--- src/rtl/lii_out_packer.sv ---
// Packs L = PW/DW consecutive kernel stream beats into one LII flit and queues
// flits in a small FIFO toward LII output channel 0; ce stalls the kernel when full.
module lii_out_packer #(
  parameter int           PW     = 128,
  parameter int           DW     = 64,
  parameter logic [7:0]   SRC_ID = 8'h00,
  parameter logic [7:0]   DST_ID = 8'h01,
  parameter int           DEPTH  = 4
) (
  input  logic               aclk,
  input  logic               arstn,
  input  logic [DW-1:0]      input_stream_tdata,
  input  logic               input_stream_tvalid,
  input  logic               input_stream_tlast,
  output logic               input_stream_tready,
  output logic [PW-1:0]      lii_out_p0_tdata,
  output logic [PW/DW-1:0]   lii_out_p0_tkeep,
  output logic               lii_out_p0_tlast,
  output logic               lii_out_p0_tvalid,
  input  logic               lii_out_p0_tready,
  output logic [7:0]         lii_out_p0_src,
  output logic [7:0]         lii_out_p0_dst,
  output logic               ce
);

  localparam int L    = PW / DW;
  localparam int LW   = (L > 1) ? $clog2(L) : 1;
  localparam int PTRW = $clog2(DEPTH);
  localparam int CW   = $clog2(DEPTH + 1);
  localparam logic [LW-1:0] LAST_LANE = LW'(L - 1);
  localparam logic [CW-1:0] FULL_CNT  = CW'(DEPTH);

  // Handshakes: a transfer happens on a rising edge where valid and ready are
  // both high; valid never depends on ready, and ready never depends on valid.
  logic [LW-1:0]   lane;
  logic [PW-1:0]   acc;
  logic [L-1:0]    keep;
  logic            rst_done;
  logic [CW-1:0]   count;
  logic [PTRW-1:0] wr_ptr;
  logic [PTRW-1:0] rd_ptr;

  logic [PW-1:0]   mem_data [DEPTH];
  logic [L-1:0]    mem_keep [DEPTH];
  logic            mem_last [DEPTH];

  logic            beat_fire;
  logic            flit_fire;
  logic            flit_done;
  logic [PW-1:0]   push_data;
  logic [L-1:0]    push_keep;

  assign input_stream_tready = rst_done & (count != FULL_CNT);
  assign ce                  = input_stream_tready;
  assign lii_out_p0_tvalid   = (count != '0);
  assign lii_out_p0_tdata    = mem_data[rd_ptr];
  assign lii_out_p0_tkeep    = mem_keep[rd_ptr];
  assign lii_out_p0_tlast    = mem_last[rd_ptr];
  assign lii_out_p0_src      = SRC_ID;
  assign lii_out_p0_dst      = DST_ID;

  assign beat_fire = input_stream_tvalid & input_stream_tready;
  assign flit_fire = lii_out_p0_tvalid & lii_out_p0_tready;
  assign flit_done = beat_fire & ((lane == LAST_LANE) | input_stream_tlast);

  // Accumulator as it would look with the current beat merged into its lane.
  always_comb begin
    push_data = acc;
    push_keep = keep;
    for (int i = 0; i < L; i++) begin
      if (lane == LW'(i)) begin
        push_data[i*DW +: DW] = input_stream_tdata;
        push_keep[i]          = 1'b1;
      end
    end
  end

  always_ff @(posedge aclk or negedge arstn) begin
    if (!arstn) begin
      rst_done <= 1'b0;
    end else begin
      rst_done <= 1'b1;
    end
  end

  always_ff @(posedge aclk or negedge arstn) begin
    if (!arstn) begin
      lane <= '0;
      acc  <= '0;
      keep <= '0;
    end else if (flit_done) begin
      lane <= '0;
      acc  <= '0;
      keep <= '0;
    end else if (beat_fire) begin
      lane <= lane + LW'(1);
      acc  <= push_data;
      keep <= push_keep;
    end
  end

  always_ff @(posedge aclk or negedge arstn) begin
    if (!arstn) begin
      count  <= '0;
      wr_ptr <= '0;
      rd_ptr <= '0;
    end else begin
      if (flit_done) wr_ptr <= wr_ptr + PTRW'(1);
      if (flit_fire) rd_ptr <= rd_ptr + PTRW'(1);
      case ({flit_done, flit_fire})
        2'b10:   count <= count + CW'(1);
        2'b01:   count <= count - CW'(1);
        default: count <= count;
      endcase
    end
  end

  // Storage needs no reset: entries are only visible once count covers them.
  always_ff @(posedge aclk) begin
    if (flit_done) begin
      mem_data[wr_ptr] <= push_data;
      mem_keep[wr_ptr] <= push_keep;
      mem_last[wr_ptr] <= input_stream_tlast;
    end
  end

endmodule

--- config.mk ---
export PLATFORM = sky130hd
export DESIGN_NAME = lii_out_packer
export DESIGN_NICKNAME = d
export VERILOG_FILES = /design/src/rtl/lii_out_packer.sv
export SDC_FILE = /design/constraint.sdc
export NUM_CORES = 1
export LEC_CHECK = 0
export ABC_AREA = 1
export CORE_MARGIN = 2
export CORE_UTILIZATION = 45
export CTS_CLUSTER_SIZE = 30
export DETAILED_ROUTE_END_ITERATION = 16
export SLEW_MARGIN = 20
export SYNTH_ARGS = -nofsm -noshare
export SYNTH_HDL_FRONTEND = slang
export SYNTH_SLANG_ARGS = --single-unit
--- constraint.sdc ---
create_clock -name aclk -period 7.9 [get_ports aclk]
set_input_delay 1.58 -clock aclk [delete_from_list [all_inputs] [get_ports aclk]]
set_output_delay 1.58 -clock aclk [all_outputs]
set_load 0.02 [all_outputs]
---- Word level (Yosys, flattened, before mapping) ----
Memories as Yosys holds them, arrays and structs flattened.
Index checks and enable logic that the tools add are counted.
cells by class
  muxes and demuxes ....................... 13
  add/subtract/negate cells ............... 5
  equal/unequal tests ..................... 3
  reduce and logical (&&, ||, !) cells .... 3
  bitwise operators ....................... 5
operators with widths
  kind                   number
  $mux W128              2
  $mux W64               2
  $mux W1                6
  $pmux W3 S2            1
  $add A2 B1 Y2 const B  2
  $and A1 B1 Y1          4
  $mux W2                2
  $reduce_bool A2 Y1     2
  $add A3 B1 Y3 const B  1
  $ne A3 B3 Y1 const B   1
  $reduce_bool A3 Y1     1
  $sub A3 B1 Y3 const B  1
  $eq A2 B1 Y1 const B   1
  $eq A2 B2 Y1 const B   1
  $add A1 B1 Y1 const B  1
  $or A1 B1 Y1           1
word-level totals
  memories kept ........................... 3
  output and inout port bits .............. 150
  input bits .............................. 69
  memory bits (writable) .................. 524
  register bits after elaboration ......... 139
memories
  memory    depth  width  rd ports  clocked after Yosys merged registers in  wr ports  line  RTL
  mem_data  4      128    1         0                                        1         43    logic [PW-1:0] mem_data [DEPTH];
  mem_keep  4      2      1         0                                        1         44    logic [L-1:0] mem_keep [DEPTH];
  mem_last  4      1      1         0                                        1         45    logic mem_last [DEPTH];

---- Depth between registers and ports, before layout ----
  depth in word-level cells ............... 6
  gate-level depth with buffers ........... 11
  depth with buffers taken out ............ 10

---- Worst setup path before layout ----
Ideal clock, no wire load.
  path kind ............................... input to register
  start ................................... in input_stream_tlast
  end ..................................... mem mem_data[0][0], enable pin
  stages .................................. 5
  path slack .............................. -0.172 ns
  arrival time ............................ 7.450 ns
  library setup time ...................... 0.622 ns
  buffers on the path ..................... 1
  path through ............................ inv_1 -> nand2_2 -> nand4_1 -> buf_2 -> nor2_1
on the way
  cells in the longest elaborated chain, start to end .. 4
ends and longest elaborated chain
  item                           line  RTL
  start: declaration             14    input logic input_stream_tlast,
  $or A1 B1 Y1                   64    assign flit_done = beat_fire & ((lane == LAST_LANE) | input_stream_tlast);
  $and A1 B1 Y1                  64
  $mux W1                        120   if (flit_done) begin
  $mux W1 (implied by the code)  121   mem_data[wr_ptr] <= push_data;
  end: declaration               43
Every way passes these cells.

---- Worst setup path in the final report ----
  start ................................... reg rd_ptr[1]
  end ..................................... out lii_out_p0_tdata[121]
on the way
  cells in the longest elaborated chain, start to end .. 1
ends and longest elaborated chain
  item                      line  RTL
  start: declaration        41    logic [PTRW-1:0] rd_ptr;
  start signal: assignment  109   if (flit_fire) rd_ptr <= rd_ptr + PTRW'(1);
  $mem_v2 Z4 W128           n/a
  end: declaration          16    output logic [PW-1:0] lii_out_p0_tdata,
Every way passes these cells.

==> flow_metrics.env <==
export IMPL_status="finished clean"
export IMPL_fin_ws_ns=2.094
export IMPL_nFillCells=4942
export IMPL_overflow=0
export IMPL_post_route_min_period_ns=5.806
export IMPL_dp_cells=3099
export IMPL_drt_first_pass_iters=5
export IMPL_die_w_um=247.1
export IMPL_hold_violations=0
export IMPL_cts_sinks=663
export IMPL_clkPwrFrac_pct=25.9
export IMPL_mostFrequentLayoutCell="nand2_1"
export IMPL_synth_top_area_share_pct=59.14
export IMPL_rr_startpoint="lane$_DFFE_PN0P_"
export IMPL_synth_warnings=0
export IMPL_cts_hold_buf=0
export IMPL_cts_setup_buffers=0
export IMPL_synth_adder_area_share_pct=0.3104
export IMPL_fin_skew_ns=0.01281
export IMPL_p_int_w=0.007868
export IMPL_io_pins=219
export IMPL_ys_seq_area_share_pct=72.22
export IMPL_grt_usage_pct=21.30
export IMPL_hold_start="acc[68]$_DFFE_PN0P_"
export IMPL_synth_top_family_by_area="simple AND/OR/NAND/NOR gates"
export IMPL_wl_per_cell_um=19.87
export IMPL_pre_cts_slack_ns=2.641
export IMPL_fmax_ghz=0.1722
export IMPL_htreeDepth=3
export IMPL_die_h_um=247.1
export IMPL_switching_share_pct=36.27
export IMPL_power_density_mw_per_mm2=395.5
export IMPL_clock_latency_ns=0.59
export IMPL_switchingPower_w=0.004478
export IMPL_drtIter0Drc=1264
export IMPL_max_stage_delay_ns=0.87
export IMPL_vias=17183
export IMPL_layout_common_cells="nand2_1, edfxtp_1, nor2_1"
export IMPL_tns_ns=0
export IMPL_slew_viol_final=0
export IMPL_synth_area_leaders="edfxtp_1, dfrtp_1, nand2_1"
export IMPL_worst_slew_pin_slew_ns=1.148
export IMPL_synth_area_per_cell_sq_um=11.80
export IMPL_max_clock_path_buffers=3
export IMPL_required_ns=6.32
export IMPL_drt_total_wl_mm=64.16
export IMPL_fin_util_pct=53.19
export IMPL_hold_path_class="flop to flop"
export IMPL_fin_nets=2474
export IMPL_synth_compound_area_share_pct=9.669
export IMPL_path_cells="inv_4 > buf_4 > o21ai_1 > o22ai_1 > clkdlybuf4s50_1"
export IMPL_setup_viol=0
export IMPL_antenna_found_initial=3
export IMPL_core_area_sq_mm=0.05869
export IMPL_synthXorXnorAreaFrac_pct=0.09876
export IMPL_rsz0062_at_grt="false"
export IMPL_start_kind="flop"
export IMPL_cts_root_buf="clkbuf_16"
export IMPL_endpoint_kind="output pin"
export IMPL_period_share_pct=73.49
export IMPL_power_w=0.01235
export IMPL_pwr_share_comb_pct=36.9
export IMPL_drc=0
export IMPL_stdcell_count=3228
export IMPL_numPortBuffers=202
export IMPL_drive_gt1_share_pct=6.852
export IMPL_grt_first_pass_wirelength_mm=99.18
export IMPL_numCtsBuffers=69
export IMPL_synth_area_sq_mm=0.02660
export IMPL_worstPathArrival_ns=4.23
export IMPL_rows=89
export IMPL_synth_area_leader_cell="edfxtp_1"
export IMPL_clkTransAtPathRegs_ns=0.06
export IMPL_die_area_sq_mm=0.06108
export IMPL_avgViaCountPerCell=5.323
export IMPL_synth_cells=2254
export IMPL_synth_cell_types=27
export IMPL_critPathKind="flop to output pin"
export IMPL_grt_start_max_net_pins=264
export IMPL_power_leakage_nw=11.99
export IMPL_synthMuxAreaShare_pct=0
export IMPL_start_util_pct=45.33
export IMPL_synthSimpleGateAreaFrac_pct=12.66
export IMPL_grt_pass1_vias=17053
export IMPL_seqPwrFrac_pct=37.2
export IMPL_ys_seq_elements=663
export IMPL_gp_congestion=0.7449
export IMPL_worst_ir_drop_vdd_mv=0.2967
export IMPL_maxCapViolations=0
export IMPL_cts_tree="done"
export IMPL_area_growth_pct=17.34
export IMPL_dpl_hpwl_mm=33.54
export IMPL_cp_startpoint="rd_ptr[1]$_DFFE_PN0P_"
export IMPL_crit_slowest_cell="inv_4"
export IMPL_antenna_left=0
export IMPL_cts_resized=0
export IMPL_cp_max_fo=79
export IMPL_max_slew_margin_rel_pct=23.44
-- final timing paths --
path / end / slack, ns / cells after the start
max: lii_out_p0_tdata[121] / 2.09 / 5
min: acc[68]$_DFFE_PN0P_ / 0.46 / 2
max reg2reg: count[2]$_DFFE_PN0P_ / 4.43 / 10
min reg2reg: acc[68]$_DFFE_PN0P_ / 0.46 / 2
max in group asynchronous: rd_ptr[0]$_DFFE_PN0P_ / 5.45 / 2
min in group asynchronous: acc[105]$_DFFE_PN0P_ / 1.12 / 1
-- Yosys cell counts (all sizes together) --
cell type,n
inv,84
a21oi,2
nand4,3
nor2,267
xor2,2
nand2,529
edfxtp,524
fa,1
o22ai,131
dfrtp,139
conb,2
clkbuf,40
nand3,66
buf,128
o21ai,328
xnor2,1
ha,5
or2,2
-- cell families (layout without fill, tap and decap cells) --
| kind of cell | count (synthesis) | count (layout) |
|---|---|---|
| other | 2 | 20 |
| DFF | 663 | 663 |
| adders and majority gates | 6 | 6 |
| and+or+nand+nor | 867 | 867 |
| buffers and inverters | 252 | 435 |
| AOI/OAI and AO/OA | 461 | 461 |
| xor gates and xnor gates | 3 | 3 |
-- sequential cells by signal, summed over array words and instances, names as in the netlist --
| name | count |
|---|---|
| acc | 128 |
| lane | 1 |
| rst_done | 1 |
| mem_keep | 8 |
| keep | 2 |
| rd_ptr | 2 |
| mem_last | 4 |
| count | 3 |
| mem_data | 512 |
| wr_ptr | 2 |
-- power by group through the flow --
stage | registers [W] | logic [W] | clock network [W]
floorplan | 0.00462 | 0.00281 | 0
global route | 0.00463 | 0.00496 | 0.00341
CTS | 0.00460 | 0.00460 | 0.00326
detailed placement | 0.00466 | 0.00457 | 0
global placement | 0.00465 | 0.00452 | 0
finish | 0.00459 | 0.00456 | 0.00320
-- metrics by stage --
stage               hold WS [ns]  cell area, sq um
detailed placement        0.4521             28920
finish                    0.4627             31220
global placement          0.4485             28920
global route              0.4841             31210
CTS                       0.4668             31150
floorplan                 0.4281             26660
-- critical path: cells and delay by family (launching register included) --
family	cells	cell delay [ns]
flip-flops	1	0.79
buffers and inverters	3	2.29
AO/OA/AOI/OAI	2	0.51
-- per-layer routing --
layer,wire [um],GRT usage [%],vias up
met5,0,0,-
met4,1291,6.627,0
met3,3747,3.495,77
met2,30840,34.96,464
met1,28280,29.15,8545
li1,-,-,8097
-- layout make-up --
type                       instances  area (sq um)  area share, %
sequential                       663         19220          61.59
multi-input combinational       1354          6150          19.70
timing repair buffer             227          2303          7.379
clock buffer                      98          1981          6.345
tap                              773         967.2          3.098
inverter                          84         331.6          1.062
clock inverter                    26         251.5         0.8056
antenna                            3         7.507        0.02405
(Power assumes the default switching activity.)
==> RTL edit: new RTL, same settings <==
`DW`: 64 -> 32.
--- a/src/rtl/lii_out_packer.sv
+++ b/src/rtl/lii_out_packer.sv
@@ -3,5 +3,5 @@
 module lii_out_packer #(
   parameter int           PW     = 128,
-  parameter int           DW     = 64,
+  parameter int           DW     = 32,
   parameter logic [7:0]   SRC_ID = 8'h00,
   parameter logic [7:0]   DST_ID = 8'h01,
Ports: changed (resized input_stream_tdata and lii_out_p0_tkeep); port bits go from 219 to 189. No check against the original RTL was run, so the function may have changed too.
==> RTL edit against the unedited design <==
Routed wire length grew 16%; final cell count grew 7.6%; power grew 10%; core utilization shrank 1.1 points; synthesized area grew 4.9%; clock power shrank 6.3%; cell area grew 2.6%; sequential cell count grew 11; non-clock buffer count shrank 34; first-iteration DRC count grew 28%; worst setup slack gained 0.21 ns; largest cell class unchanged; largest power group is now combinational logic; count of clock-buffer cells in the layout grew 2.
==> RTL edit: results (changes against the unedited design) <==
metric,value,unit,change
HPWL after detailed placement,41.4,mm,was 33.5 mm
WP data arrival,4.01,ns,was 4.23 ns
Filler Cell Count,5291,,"was 4,942"
R2R setup slack,4.09,ns,was 4.43 ns
biggest regs,"mem_data x512, acc x128, mem_keep x16",,"was mem_data x512, acc x128, mem_keep x8"
number of CTS-inserted buffers,69,,unchanged
global-route usage over all layers,0.233,,was 0.213
final worst path period need,5.59,ns,was 5.81 ns
"Largest stage delay, worst path",0.82,ns,was 0.87 ns
worst r2r path cells,8,,was 10
FF-to-FF End,mem_data[0][26],,was count[2]
Vias/cell,5.43,,was 5.32
part of the Yosys area used for sequential elements,0.699,,was 0.722
dpl ws,1.82,ns,was 2.64 ns
Root Driver,clkbuf_16,,unchanged
clk slew on worst S/H paths,0.06,ns,about the same
worst-path fanout max,141,,was 79
largest net degree at the start of global routing,142,,was 264
post-synthesis xor/xnor area fraction,0.000941,,was 0.000988
H-tree levels,3,,unchanged
"EDFF count, synth",532,,was 524
Area contributors post-synth,"edfxtp_1 (57%), dfrtp_1 (13%), nand2_1 (7.6%)",,"was edfxtp_1 (59%), dfrtp_1 (13%), nand2_1 (7.4%)"
Initial DRT Pass Iterations,8,,was 5
routability congestion estimate,0.749,,was 0.745
number of global-route vias before repair,18100,,"was 17,100"
combinational fraction of design power,0.399,,was 0.369
post-synthesis mux area share,0,,unchanged
Clock Skew,0.0153,ns,was 0.0128 ns
postcts setup bufs,0,,unchanged
Hold WS,0.459,ns,was 0.463 ns
sw power,5.28,mW,was 4.48 mW
VDD IR-drop max,0.252,mV,was 0.297 mV
status,finished clean,,unchanged
Yosys cell types,27,,unchanged
area share of fa/ha/maj cells after synthesis,0.00475,,was 0.00310
first-pass GRT wire length,111,mm,was 99.2 mm
leakage,13.0,nW,was 12.0 nW
share of layout cells above drive strength 1,0.0492,,was 0.0685
"top cells by count, synth","nand2_1 (565), edfxtp_1 (532), inv_1 (277)",,"was nand2_1 (527), edfxtp_1 (524), nor2_1 (266)"
Compound-Gate Fraction of Synth Area,0.0842,,was 0.0967
WL final,74.3,mm,was 64.2 mm
Placement Cell Area,0.0300,mm²,was 0.0289 mm²
Nets,2679,,"was 2,474"
Relative slew margins,0.233,,was 0.234
Worst path slowest cell,dfrtp_4,,was inv_4
Initial DRC Count,1616,,"was 1,264"
Ant. Diodes,0,,was 3
Worst Hold Endpoint,keep[3],,was acc[68]
Reg2Reg Launch Point,lane[0],,was lane
PortBufs,172,,was 202
hold path startpoint,keep[3],,was acc[68]
initial antenna violation count,3,,unchanged
Async SR Flop Fraction,0.211,,was 0.210
## RTL edit: layout make-up
class / instances / share of cell area
Sequential cell: 674 / 0.610
Clock inverter: 23 / 0.00402
Inverter: 280 / 0.0331
Tap cell: 790 / 0.0309
Clock buffer: 100 / 0.0598
Multi-Input combinational cell: 1414 / 0.202
Timing Repair Buffer: 193 / 0.0603
## RTL edit: power groups by stage
stage          Clock (mW)  Sequential, mW  Combinational, mW
6_report             3.00            5.17               5.42
3_3_place_gp            0            5.22               5.31
2_1_floorplan           0            5.11               3.43
5_1_grt              3.19            5.22               5.93
4_1_cts              3.06            5.17               5.47
3_5_place_dp            0            5.24               5.43
## RTL edit: critical path: cells and delay by family (launching register included)
| family | cells | cell delay [ns] |
|---|---|---|
| buf+inv | 3 | 1.84 |
| compound gates | 2 | 0.54 |
| flops | 1 | 0.82 |
## RTL edit: worst max-delay path by stage
stage	startpoint	endpoint	cells after the start
floorplan	input_stream_tlast	mem_data[0][0]	5
global placement	input_stream_tlast	mem_data[0][6]	8
detailed placement	input_stream_tlast	mem_data[0][81]	8
CTS	rd_ptr[0]	lii_out_p0_tlast	5
global route	rd_ptr[0]	lii_out_p0_tlast	5
finish	rd_ptr[0]	lii_out_p0_tlast	5
## RTL edit: metal layers
| layer | wire length (µm) | vias up | share of wire | track usage |
|---|---|---|---|---|
| li1 | - | 8752 | - | - |
| met1 | 31200 | 9348 | 0.42 | 0.312 |
| met2 | 35600 | 657 | 0.48 | 0.383 |
| met3 | 5120 | 117 | 0.069 | 0.0384 |
| met4 | 2390 | 0 | 0.032 | 0.0850 |
| met5 | 0 | - | 0 | 0 |
## RTL edit: stage by stage
step / TNS, ns / instances / utilization / total power [mW]
after global routing: 0 / 3474 / 0.521 / 14.3
after CTS: 0 / 3473 / 0.521 / 13.7
final: 0 / 3474 / 0.521 / 13.6
after global placement: 0 / 3350 / 0.488 / 10.5
after floorplan: -148.28 / 2547 / - / 8.54
after detailed placement: 0 / 3350 / 0.488 / 10.7
## RTL edit: cells by family after synthesis
kind of cell / after synthesis
adder cells (fa/ha/maj): 10
AND/OR/NAND/NOR: 948
other: 2
XOR/XNOR: 3
buffers and inverters: 459
flip-flops: 674
AO/OA/AOI/OAI: 436
